===== src/rtl/datamem_arbiter.sv =====
// Two-port arbiter in front of a single-cycle-latency data memory; one transaction in flight.
// state   | meaning
// IDLE    | arbitrate, accept a request and latch its fields
// ACCESS  | present the access to datamem, write strobe for writes
// CAPTURE | latch mem_rdata (or 0 for writes)
// RESP    | hold rvalid/rdata on the owning port until rready
module datamem_arbiter #(
    parameter int ADDR_WIDTH = 32,
    parameter int DATA_WIDTH = 32,
    parameter int PRIO_MODE  = 0,
    parameter int MAX_WAIT   = 16
) (
    input  logic                  aclk,
    input  logic                  aresetn,

    input  logic                  p0_req,
    output logic                  p0_gnt,
    input  logic [ADDR_WIDTH-1:0] p0_addr,
    input  logic                  p0_we,
    input  logic [2:0]            p0_func3,
    input  logic [DATA_WIDTH-1:0] p0_wdata,
    output logic                  p0_rvalid,
    output logic [DATA_WIDTH-1:0] p0_rdata,
    input  logic                  p0_rready,

    input  logic                  p1_req,
    output logic                  p1_gnt,
    input  logic [ADDR_WIDTH-1:0] p1_addr,
    input  logic                  p1_we,
    input  logic [2:0]            p1_func3,
    input  logic [DATA_WIDTH-1:0] p1_wdata,
    output logic                  p1_rvalid,
    output logic [DATA_WIDTH-1:0] p1_rdata,
    input  logic                  p1_rready,

    output logic [ADDR_WIDTH-1:0] mem_addr,
    output logic [DATA_WIDTH-1:0] mem_wdata,
    output logic [2:0]            mem_func3,
    output logic                  mem_write_en,
    input  logic [DATA_WIDTH-1:0] mem_rdata
);

    typedef enum logic [1:0] {IDLE, ACCESS, CAPTURE, RESP} state_t;

    state_t                  state_q, state_d;
    logic                    started_q, started_d;
    logic                    last_q, last_d;
    logic                    owner_q, owner_d;
    logic [7:0]              wait_cnt_q, wait_cnt_d;
    logic [ADDR_WIDTH-1:0]   addr_q, addr_d;
    logic [DATA_WIDTH-1:0]   wdata_q, wdata_d;
    logic [2:0]              func3_q, func3_d;
    logic                    we_q, we_d;
    logic [DATA_WIDTH-1:0]   rdata_q, rdata_d;

    logic pick1;
    logic gnt0;
    logic gnt1;
    logic rready_own;

    always_comb begin
        pick1 = p1_req;
        if (p0_req && p1_req) begin
            if (PRIO_MODE == 0) begin
                pick1 = ~last_q;
            end else begin
                pick1 = (int'(wait_cnt_q) >= MAX_WAIT);
            end
        end
        // started_q keeps grants off until the first edge after reset release
        gnt0 = started_q && (state_q == IDLE) && p0_req && !pick1;
        gnt1 = started_q && (state_q == IDLE) && p1_req && pick1;
        rready_own = owner_q ? p1_rready : p0_rready;
    end

    always_comb begin
        state_d    = state_q;
        started_d  = 1'b1;
        last_d     = last_q;
        owner_d    = owner_q;
        addr_d     = addr_q;
        wdata_d    = wdata_q;
        func3_d    = func3_q;
        we_d       = we_q;
        rdata_d    = rdata_q;
        wait_cnt_d = wait_cnt_q;

        if (!p1_req || gnt1) begin
            wait_cnt_d = 8'd0;
        end else if (wait_cnt_q != 8'hFF) begin
            wait_cnt_d = wait_cnt_q + 8'd1;
        end

        case (state_q)
            IDLE: begin
                if (gnt0 || gnt1) begin
                    state_d = ACCESS;
                    owner_d = gnt1;
                    last_d  = gnt1;
                    addr_d  = gnt1 ? p1_addr  : p0_addr;
                    wdata_d = gnt1 ? p1_wdata : p0_wdata;
                    func3_d = gnt1 ? p1_func3 : p0_func3;
                    we_d    = gnt1 ? p1_we    : p0_we;
                end
            end
            ACCESS: begin
                state_d = CAPTURE;
            end
            CAPTURE: begin
                rdata_d = we_q ? '0 : mem_rdata;
                state_d = RESP;
            end
            RESP: begin
                if (rready_own) begin
                    state_d = IDLE;
                end
            end
            default: begin
                state_d = IDLE;
            end
        endcase
    end

    always_ff @(posedge aclk or negedge aresetn) begin
        if (!aresetn) begin
            state_q    <= IDLE;
            started_q  <= 1'b0;
            last_q     <= 1'b1;
            owner_q    <= 1'b0;
            wait_cnt_q <= 8'd0;
            addr_q     <= '0;
            wdata_q    <= '0;
            func3_q    <= 3'd0;
            we_q       <= 1'b0;
            rdata_q    <= '0;
        end else begin
            state_q    <= state_d;
            started_q  <= started_d;
            last_q     <= last_d;
            owner_q    <= owner_d;
            wait_cnt_q <= wait_cnt_d;
            addr_q     <= addr_d;
            wdata_q    <= wdata_d;
            func3_q    <= func3_d;
            we_q       <= we_d;
            rdata_q    <= rdata_d;
        end
    end

    // Latched fields only change on accept, so they hold outside ACCESS/CAPTURE.
    assign mem_addr     = addr_q;
    assign mem_wdata    = wdata_q;
    assign mem_func3    = func3_q;
    assign mem_write_en = (state_q == ACCESS) && we_q;

    assign p0_gnt    = gnt0;
    assign p1_gnt    = gnt1;
    assign p0_rvalid = (state_q == RESP) && !owner_q;
    assign p1_rvalid = (state_q == RESP) && owner_q;
    assign p0_rdata  = p0_rvalid ? rdata_q : '0;
    assign p1_rdata  = p1_rvalid ? rdata_q : '0;

endmodule


===== config.mk =====
export PLATFORM = sky130hd
export DESIGN_NAME = datamem_arbiter
export DESIGN_NICKNAME = d
export VERILOG_FILES = /design/src/rtl/datamem_arbiter.sv
export SDC_FILE = /design/constraint.sdc
export NUM_CORES = 1
export LEC_CHECK = 0
export ABC_CLOCK_PERIOD_IN_PS = 1900
export BUFFER_PORTS_ARGS = -buffer_cell sky130_fd_sc_hd__buf_4
export CELL_PAD_IN_SITES_DETAIL_PLACEMENT = 1
export CELL_PAD_IN_SITES_GLOBAL_PLACEMENT = 1
export CORE_ASPECT_RATIO = 0.5
export CORE_MARGIN = 5
export CORE_UTILIZATION = 31
export CTS_CLUSTER_SIZE = 40
export DETAILED_ROUTE_END_ITERATION = 16
export PLACE_DENSITY = 0.77
export SYNTH_ARGS = -nofsm -noshare
export SYNTH_HDL_FRONTEND = slang
export SYNTH_SLANG_ARGS = --single-unit

===== constraint.sdc =====
create_clock -name aclk -period 1.9 [get_ports aclk]
set_input_delay 0.095 -clock aclk [delete_from_list [all_inputs] [get_ports aclk]]
set_output_delay 0.095 -clock aclk [all_outputs]
set_load 0.05 [all_outputs]

-- After elaboration in Yosys (flattened, before gate mapping)
Index checks and enable logic that the tools add are counted.
- output and inout bits: 136
- register bits: 105
- input port bits: 174
- logic and storage cells: 42
- reduce and logical (&&, ||, !) cells: 15
- mux-type cells: 12
- bitwise operators: 1
- equality and inequality tests: 5
- operators by type and width (cell ; number):
    32-bit two-way mux ; 5
    1-bit logical AND ; 9
    2-bit case mux with 4 select lines ; 1
    2-bit equality test, second input constant ; 2
    2-bit two-way mux ; 2
    2-bit AND reduction ; 2
    1-bit two-way mux ; 3
    3-bit two-way mux ; 1
    2-bit by 1-bit equality test with 1-bit output, second input constant ; 1
    1-bit logical NOT ; 2
    2-bit logical NOT ; 1
    2-bit by 1-bit != test with 1-bit output, second input constant ; 1
    2-bit != test, second input constant ; 1
    1-bit logical OR ; 1
    1-bit NOT ; 1

-- Logic depth before layout (Yosys ltp)
Gate-level depths: netlist (run 1).
- depth in word-level cells: 7
- mapped depth: 7
- depth with buffers taken out: 5

-- Least setup slack after synthesis (run 1)
Ideal clock, no wire load.
- path type: register to output
- start: register state_q[1]
- end: output p0_rdata[22]
- cell stages (with the launch flop): 5
- arrival: 1999 ps
- setup slack: -194 ps
- buffers on the path: 1
- required time: 1805 ps
- cell sequence: dfrtp_1 ha_1 nor2b_1 clkbuf_1 and2_1
- longest elaborated chain between the ends: 3
- RTL lines (what ; RTL line ; RTL):
    start: declaration ; 45 ; state_t state_q, state_d;
    start signal: assignment ; 137 ; state_q <= state_d;
    2-bit equality test ; 158 ; assign p0_rvalid = (state_q == RESP) && !owner_q;
    1-bit logical AND ; 158 ;
    net p0_rvalid ; 22 ; output logic p0_rvalid,
    32-bit two-way mux ; 160 ; assign p0_rdata = p0_rvalid ? rdata_q : '0;
    end: declaration ; 23 ; output logic [DATA_WIDTH-1:0] p0_rdata,
The timed path passes the listed nets, and every way through them passes these cells.

-- Worst setup path in the final report (run 1)
- start: register state_q[1]
- end: output p0_rdata[24]
- longest elaborated chain between the ends: 3
- RTL lines (what ; RTL line):
    2-bit equality test ; 158
    1-bit logical AND ; 158
    32-bit two-way mux ; 160
Every way passes these cells.

==> impl_summary.txt, run 1 <==
----------------------------------------------------
[Timing]
  Final worst-path setup slack ... -0.00180 ns
  Hold WS ... roughly 0.0095 ns
  Fin crit period ... 1.90 ns
  Fmax ... 526 MHz
  Number of setup violations in the final report ... 1
  Max-slew violation count ... 0
  Setup repair after global routing missed its margin ... yes
  Final period util ... 1.00
  Setup Skew ... approximately 0.020 ns
  Final Hold Viols ... 0

[Clock tree]
  Number of buffers created by CTS ... 9
  Root buffer selected by CTS ... sky130_fd_sc_hd__clkbuf_16
  Number of H-tree levels ... 3
  Max Buffers Root-to-Sink ... 2
  Clock latency on the worst-skew pair ... approximately 0.36 ns
  TritonCTS sink count ... between 100 and 150
  Clock transition at the register clock pins on the worst setup and hold paths after CTS ... 0.07 ns
  Clock tree from TritonCTS ... yes

[Route]
  Routed length on met3 ... between 1 and 1.5 mm
  Total number of vias ... 5,961
  First DRT Iteration DRCs ... 241
  Number of iterations in the first detailed-routing pass ... 5
  Highest metal layer used by the detailed router ... met4
  Number of design rule violations left after detail routing ... 0
  Post-detailed-route wirelength per cell ... around 23 um
  Average vias per placed instance ... between 5 and 6
  Detailed-routed wire length on met2 ... approximately 15 mm
  Routed length on met1 ... 9.68 mm
  Total routed wirelength ... around 27 mm
  Number of antenna-violating nets in the routed design ... 0

[Yosys]
  Sequential cell area fraction in the yosys report ... 0.521
  Number of distinct library cells after synthesis ... 26
  Post-synthesis cell count ... approximately 470
  Area contributors post-synth ... sky130_fd_sc_hd__dfrtp_1 52%, sky130_fd_sc_hd__a221o_1 13%, sky130_fd_sc_hd__and2_0 8.3%
  Warnings, synthesis ... 0
  Area share of the largest cell type after synthesis ... 0.516
  Most frequent cells after synthesis ... 104 x sky130_fd_sc_hd__dfrtp_1, 68 x sky130_fd_sc_hd__a221o_1, 67 x sky130_fd_sc_hd__and2_0
  Number of enable flip-flop cells after synthesis ... 0
  Register bit count reported by yosys ... 105
  Most frequent cell after synthesis ... sky130_fd_sc_hd__dfrtp_1
  FFs w/ async S/R, synth ... 1.00
  Top cell type by total area after synthesis ... sky130_fd_sc_hd__dfrtp_1
  Syn_nets ... roughly 650
  Most instantiated flip-flop cell in the synthesis netlist ... sky130_fd_sc_hd__dfrtp_1
  Mapped cell area ... 5050 um^2
  Mean area per synthesized cell ... roughly 11 um^2

[Final layout]
  End-of-flow core utilization ... 0.604
  Number of fill cells in the layout ... about 1.7k
  Layout overhead on the synthesized area ... 93.6%
  Share of final-layout standard cells stronger than drive strength 1 ... 0.390
  Final #Nets ... approximately 1.1k
  Final non-filler cell area ... about 9800 um^2
  Number of cells in the finished layout apart from fillers ... 1,164

[Setup path]
  Worst path max stage delay ... between 0.4 and 0.5 ns
  Maximum fanout along the worst path ... 15
  Startpoint types ... register
  Required time of the worst setup path ... approximately 1.8 ns
  CP endpoint kind ... output port
  Critical setup path kind ... register to output port
  Cell repeated most along the worst path ... sky130_fd_sc_hd__buf_4
  Cell type of the slowest stage on the worst timing path ... sky130_fd_sc_hd__dfrtp_2
  Signal arrival time at the worst endpoint ... 1.81 ns
  Reg2Reg Setup Slack ... 0.06 ns
  Cell-by-cell trace of the critical path ... ha_4 > nor2b_2 > buf_4 > and2_1 > buf_4

[Global routing]
  Number of antenna violations at the first check in global routing ... 2
  Overall Global Routing Usage ... 0.258
  Total congestion overflow ... 0
  Pin count of the biggest net entering global routing ... between 60 and 70
  Vias in the first global route ... 6,617
  Global-route wire length before repair ... between 30 and 40 mm

[Hold path]
  Min-delay worst type ... input port to register

[Status]
  Violations in the final reports ... setup timing
  Run status ... finished with violations

[Floorplanning]
  Row cnt ... 33
  Height of the die ... 100 um
  DIE WIDTH ... 190 um
  Die area ... 19,100 um^2
  Area inside the core boundary ... between 15,000 and 20,000 um^2
  Top-level port count ... 310
  Starting Density ... 0.312

[Placed design]
  Routability congestion estimate from global placement ... 0.785
  Detail Placement HPWL ... 14.2 mm
  Cell area reported after detailed placement ... 7720 um^2
  Placed Instances ... approximately 1,000
  Buffers on Ports ... roughly 310

[Power and ir drop]
  Highest ir drop seen on vdd ... about 0.80 mV
  Leakage power summed over all cells ... slightly below 0.005 uW
  Power density over cell area ... 1550 nW/um^2

[Flow run]
  # Max-Cap Violations ... 0

----------------------------------------------------
## worst max-delay path: cells and delay by family, from the launching register on
family        cells  cell delay [ns]
fa+ha+maj         1             0.22
buf+inv           2             0.43
flops             1             0.43
simple gates      2             0.37
## logic make-up (layout without fill, tap and decap cells)
logic type,Yosys count,after routing,synth area share
and+or+nand+nor,171,171,0.218
AOI/OAI and AO/OA,106,106,0.177
muxes,3,3,0.00620
other,1,3,0.000743
DFF,105,105,0.521
buffers and inverters,76,544,0.0640
adders and majority gates,5,5,0.0124
## cell type report
cell class	count	area [um^2]	area share
Timing Repair Buffer	493	4230	0.433
Sequential cell	105	2630	0.269
Multi-Input combinational cell	286	2160	0.221
Tap cell	227	284	0.0291
Clock buffer	9	225	0.0230
Inverter	35	131	0.0134
Clock inverter	7	109	0.0111
Antenna cell	2	5.00	0.000512
## where the power goes
part           leakage, uW  total, uW  switching, uW  internal, uW
logic              0.00332       8890           5730          3160
clock network     0.000164       2150            960          1190
registers          0.00131       4110            846          3260
total              0.00480      15100           7530          7610
## metrics by stage
| stage | TNS, ns | total power [uW] | worst slack [ns] |
|---|---|---|---|
| 2_1_floorplan | 0 | 9240 | 0.0772 |
| 3_3_place_gp | 0 | 11900 | 0.148 |
| 3_5_place_dp | 0 | 12100 | 0.102 |
| 4_1_cts | -0.00940 | 14600 | -0.00940 |
| 5_1_grt | -0.593 | 15800 | -0.0784 |
| 6_report | -0.00180 | 15100 | -0.00180 |
## what timing repair did
item	CTS	global route
hold endpoints to repair	112	0
buffers inserted	2	7
setup endpoints to repair	63	63
resized for setup	7	7
pin swaps	0	1
hold buffers	159	0
## cells in the final DEF, fill, tap and decap left out, types with 2 or more instances in the layout
cell and count:
sky130_fd_sc_hd__nand3b_1 32, sky130_fd_sc_hd__ha_1 2, sky130_fd_sc_hd__bufinv_16 2, sky130_fd_sc_hd__inv_2 2, sky130_fd_sc_hd__nand3_2 2, sky130_fd_sc_hd__clkbuf_16 9, sky130_fd_sc_hd__buf_12 9, sky130_fd_sc_hd__dfrtp_2 2
sky130_fd_sc_hd__inv_8 2, sky130_fd_sc_hd__o21ai_0 33, sky130_fd_sc_hd__ha_4 2, sky130_fd_sc_hd__clkinv_4 2, sky130_fd_sc_hd__diode_2 2, sky130_fd_sc_hd__and3_1 32, sky130_fd_sc_hd__a221o_1 68, sky130_fd_sc_hd__and2_1 35
sky130_fd_sc_hd__a21oi_4 2, sky130_fd_sc_hd__mux2i_1 2, sky130_fd_sc_hd__buf_6 2, sky130_fd_sc_hd__dfrtp_1 102, sky130_fd_sc_hd__inv_1 33, sky130_fd_sc_hd__and2_0 67, sky130_fd_sc_hd__dlygate4sd3_1 159, sky130_fd_sc_hd__buf_4 322
## sequential cells by signal, indices dropped and copies added, names as in the netlist
name,cells
mem_addr,32
mem_wdata,32
rdata_q,32
mem_func3,3
state_q,2
last_q,1
owner_q,1
started_q,1
we_q,1
## metal layers
metal | up-vias | GRT usage
met3 | 94 | 0.0532
met4 | 0 | 0.132
met2 | 281 | 0.486
met1 | 3001 | 0.276
met5 | - | 0
li1 | 2585 | -
## final timing paths
kind / start / end / depth (start not counted)
min reg2reg: rdata_q[4] / rdata_q[4] / 2
max: state_q[1] / p0_rdata[24] / 5
max in group asynchronous: aresetn / state_q[0] / 3
min in group asynchronous: aresetn / rdata_q[13] / 2
max reg2reg: state_q[0] / mem_addr[20] / 8
min: mem_rdata[12] / rdata_q[12] / 3
No activity file was read; power rests on OpenSTA's default activity.
==> run 2, diff against run 1 <==
--- a/config.mk
+++ b/config.mk
@@ -15,6 +15,7 @@
 export CTS_CLUSTER_SIZE = 40
 export DETAILED_ROUTE_END_ITERATION = 16
 export PLACE_DENSITY = 0.77
+export RECOVER_POWER = 25
 export SYNTH_ARGS = -nofsm -noshare
 export SYNTH_HDL_FRONTEND = slang
 export SYNTH_SLANG_ARGS = --single-unit
==> run 2 against run 1 <==
The run still ends with setup timing left. Register-to-register slack hardly changed. Clock power hardly changed. Critical path depth stayed put. Hold slack hardly changed. Die area stayed put. Combinational power hardly changed. Non-clock buffer count stayed put. Power hardly changed. Sequential power hardly changed. Wire length hardly changed. Worst setup slack hardly changed.
==> impl_summary.txt, run 2 (synthesized netlist as in run 1, its figures left out) <==
----------------------------------------------------
[Floorplanning]
  Die area ... 19,100 um^2 (unchanged)
  Row cnt ... 33 (unchanged)
  Height of the die ... 100 um (unchanged)
  DIE WIDTH ... 190 um (unchanged)
  Area inside the core boundary ... 16,200 um^2 (unchanged)
  Starting Density ... 0.312 (unchanged)
  Top-level port count ... 310 (unchanged)

[Global routing]
  Vias in the first global route ... 6,617 (unchanged)
  Total congestion overflow ... 0 (unchanged)
  Overall Global Routing Usage ... 0.258 (unchanged)
  Global-route wire length before repair ... 38.3 mm (unchanged)
  Pin count of the biggest net entering global routing ... 62 (unchanged)
  Number of antenna violations at the first check in global routing ... 2 (unchanged)

[Setup path]
  Startpoint types ... register (unchanged)
  Worst path max stage delay ... 0.43 ns (about the same)
  Maximum fanout along the worst path ... 15 (unchanged)
  Cell repeated most along the worst path ... sky130_fd_sc_hd__buf_4 (unchanged)
  Crit-path leading delay family ... flip-flops (unchanged)
  Reg2Reg Setup Slack ... 0.06 ns (about the same)
  Cell type of the slowest stage on the worst timing path ... sky130_fd_sc_hd__dfrtp_2 (unchanged)
  Cell-by-cell trace of the critical path ... ha_4 > nor2b_2 > buf_4 > and2_1 > buf_4 (unchanged)
  Capturing point of the worst reg2reg path ... mem_addr[20] (unchanged)
  Critical setup path kind ... register to output port (unchanged)
  Number of cells traversed by the worst register-to-register path ... 8 (unchanged)
  Critical path depth ... 5 (unchanged)
  Signal arrival time at the worst endpoint ... 1.81 ns (about the same)
  Number of buffers and inverters on the critical path ... 2 (unchanged)
  Startpoint of the worst register-to-register path ... state_q[0] (unchanged)
  CP endpoint kind ... output port (unchanged)
  Required time of the worst setup path ... 1.80 ns (about the same)

[Placed design]
  Detail Placement HPWL ... 14.2 mm (unchanged)
  Routability congestion estimate from global placement ... 0.785 (unchanged)
  Post-Place Worst Slack ... 0.102 ns (unchanged)
  Buffers on Ports ... 309 (unchanged)

[Clock tree]
  Clock transition at the register clock pins on the worst setup and hold paths after CTS ... 0.07 ns (about the same)
  Number of H-tree levels ... 3 (unchanged)
  Clock latency on the worst-skew pair ... 0.36 ns (about the same)
  Root buffer selected by CTS ... sky130_fd_sc_hd__clkbuf_16 (unchanged)
  Number of buffers created by CTS ... 9 (unchanged)
  Clock tree from TritonCTS ... yes (unchanged)
  TritonCTS sink count ... 105 (unchanged)
  Max Buffers Root-to-Sink ... 2 (unchanged)

[Timing]
  Setup Skew ... 0.0203 ns (unchanged)
  Max-slew violation count ... 0 (unchanged)
  Actual transition at the worst max-transition pin ... 1.19 ns
  Fin crit period ... 1.90 ns (about the same)
  Fmax ... 526 MHz (about the same)
  Hold WS ... 0.00953 ns (was 0.00955 ns)
  Final worst-path setup slack ... -0.00138 ns (was -0.00180 ns)
  Final Hold Viols ... 0 (unchanged)
  Number of setup violations in the final report ... 1 (unchanged)
  Slew headroom ... 0.209
  Final period util ... 1.00 (about the same)
  Setup repair after global routing missed its margin ... yes (unchanged)

[Final layout]
  Layout overhead on the synthesized area ... 93.5% (was 93.6%)
  Final #Nets ... 1,109 (unchanged)
  Share of final-layout standard cells stronger than drive strength 1 ... 0.389 (was 0.390)
  End-of-flow core utilization ... 0.604 (about the same)
  Commonest cells after routing, fill and taps aside ... 321 x sky130_fd_sc_hd__buf_4, 159 x sky130_fd_sc_hd__dlygate4sd3_1, 102 x sky130_fd_sc_hd__dfrtp_1 (was 322 x sky130_fd_sc_hd__buf_4, 159 x sky130_fd_sc_hd__dlygate4sd3_1, 102 x sky130_fd_sc_hd__dfrtp_1)
  Total area of multi-input combinational cells ... 2160 um^2 (unchanged)
  Total area of sequential cells ... 2630 um^2 (unchanged)
  Number of fill cells in the layout ... 1,748 (unchanged)
  Commonest non-fill, non-tap cell in the layout ... sky130_fd_sc_hd__buf_4 (unchanged)

[Route]
  Number of antenna-violating nets in the routed design ... 0 (unchanged)
  First DRT Iteration DRCs ... 241 (unchanged)
  Number of design rule violations left after detail routing ... 0 (unchanged)
  Number of iterations in the first detailed-routing pass ... 5 (unchanged)
  Total number of vias ... 5,961 (unchanged)
  Post-detailed-route wirelength per cell ... 23.2 um (about the same)
  Total routed wirelength ... 27.0 mm (about the same)
  Average vias per placed instance ... 5.12 (unchanged)

[Power and ir drop]
  Power density over cell area ... 1550 nW/um^2 (about the same)
  Leakage power summed over all cells ... 0.00480 uW (about the same)
  Highest ir drop seen on vdd ... 0.798 mV (about the same)

[Hold path]
  Cell count of the worst hold path ... 3 (unchanged)
  Worst-case hold path end point ... rdata_q[12] (unchanged)
  Min-delay worst type ... input port to register (unchanged)
  Worst Hold Launch ... mem_rdata[12] (unchanged)

[Status]
  Run status ... finished with violations (unchanged)
  Violations in the final reports ... setup timing (unchanged)

[Flow run]
  # Max-Cap Violations ... 0 (unchanged)

----------------------------------------------------
run 2: cell count changes in the layout (fill, tap and decap cells not counted), sizes merged:
cell	change
buf	-1
clkbuf	+1
run 2: worst max-delay path by stage:
stage | startpoint | end | slack, ns
after floorplan | state_q[1] | p0_rdata[22] | 0.08
after global placement | state_q[0] | p1_gnt | 0.15
after detailed placement | state_q[0] | p1_gnt | 0.10
after CTS | state_q[1] | p1_gnt | -0.009
after global routing | state_q[1] | p0_rdata[24] | -0.08
final | state_q[1] | p0_rdata[24] | -0.001
run 2: worst register-to-register path, delay by kind of cell, from the launching register on:
| family | cells | cell delay, ns |
|---|---|---|
| compound gates | 2 | 0.41 |
| fa+ha+maj | 1 | 0.20 |
| buf+inv | 4 | 0.59 |
| flops | 1 | 0.45 |
| simple gates | 1 | 0.13 |
run 2: final cells by class:
type / instances / share of cell area
inverter: 35 / 0.0134
timing repair buffer: 493 / 0.432
multi-input combinational: 286 / 0.221
clock buffer: 9 / 0.0231
clock inverter: 7 / 0.0111
tap: 227 / 0.0291
sequential: 105 / 0.269
antenna: 2 / 0.000512
run 2: routing by layer:
metal | vias to the layer above | routed length (um) | global-route usage
li1 | 2585 | - | -
met1 | 3000 | 9700 | 0.276
met2 | 282 | 14600 | 0.486
met3 | 94 | 1360 | 0.0532
met4 | 0 | 1350 | 0.132
met5 | - | 0 | 0
run 2: report_power, final:
group          leakage (uW)  switching [uW]  internal [uW]  total, uW
combinational       0.00332            5730           3160       8890
clock              0.000164             960           1190       2150
sequential          0.00131             848           3260       4110
run 2: timing repair:
item | CTS | global route
resized for setup | 7 | 7
setup buffers | 2 | 7
cloned | 0 | 0
pin swaps | 0 | 1
hold buffers | 159 | 0
endpoints found under the hold margin | 112 | 0
setup endpoints to repair | 63 | 63
run 2: per-stage QoR:
| step | std cells | instance area [um^2] | power [uW] | TNS (ns) |
|---|---|---|---|---|
| floorplan | 467 | 5050 | 9240 | 0 |
| global placement | 978 | 7720 | 11900 | 0 |
| detailed placement | 978 | 7720 | 12100 | 0 |
| CTS | 1155 | 9700 | 14600 | -0.00940 |
| global route | 1164 | 9770 | 15800 | -0.593 |
| finish | 1164 | 9770 | 15100 | -0.00138 |
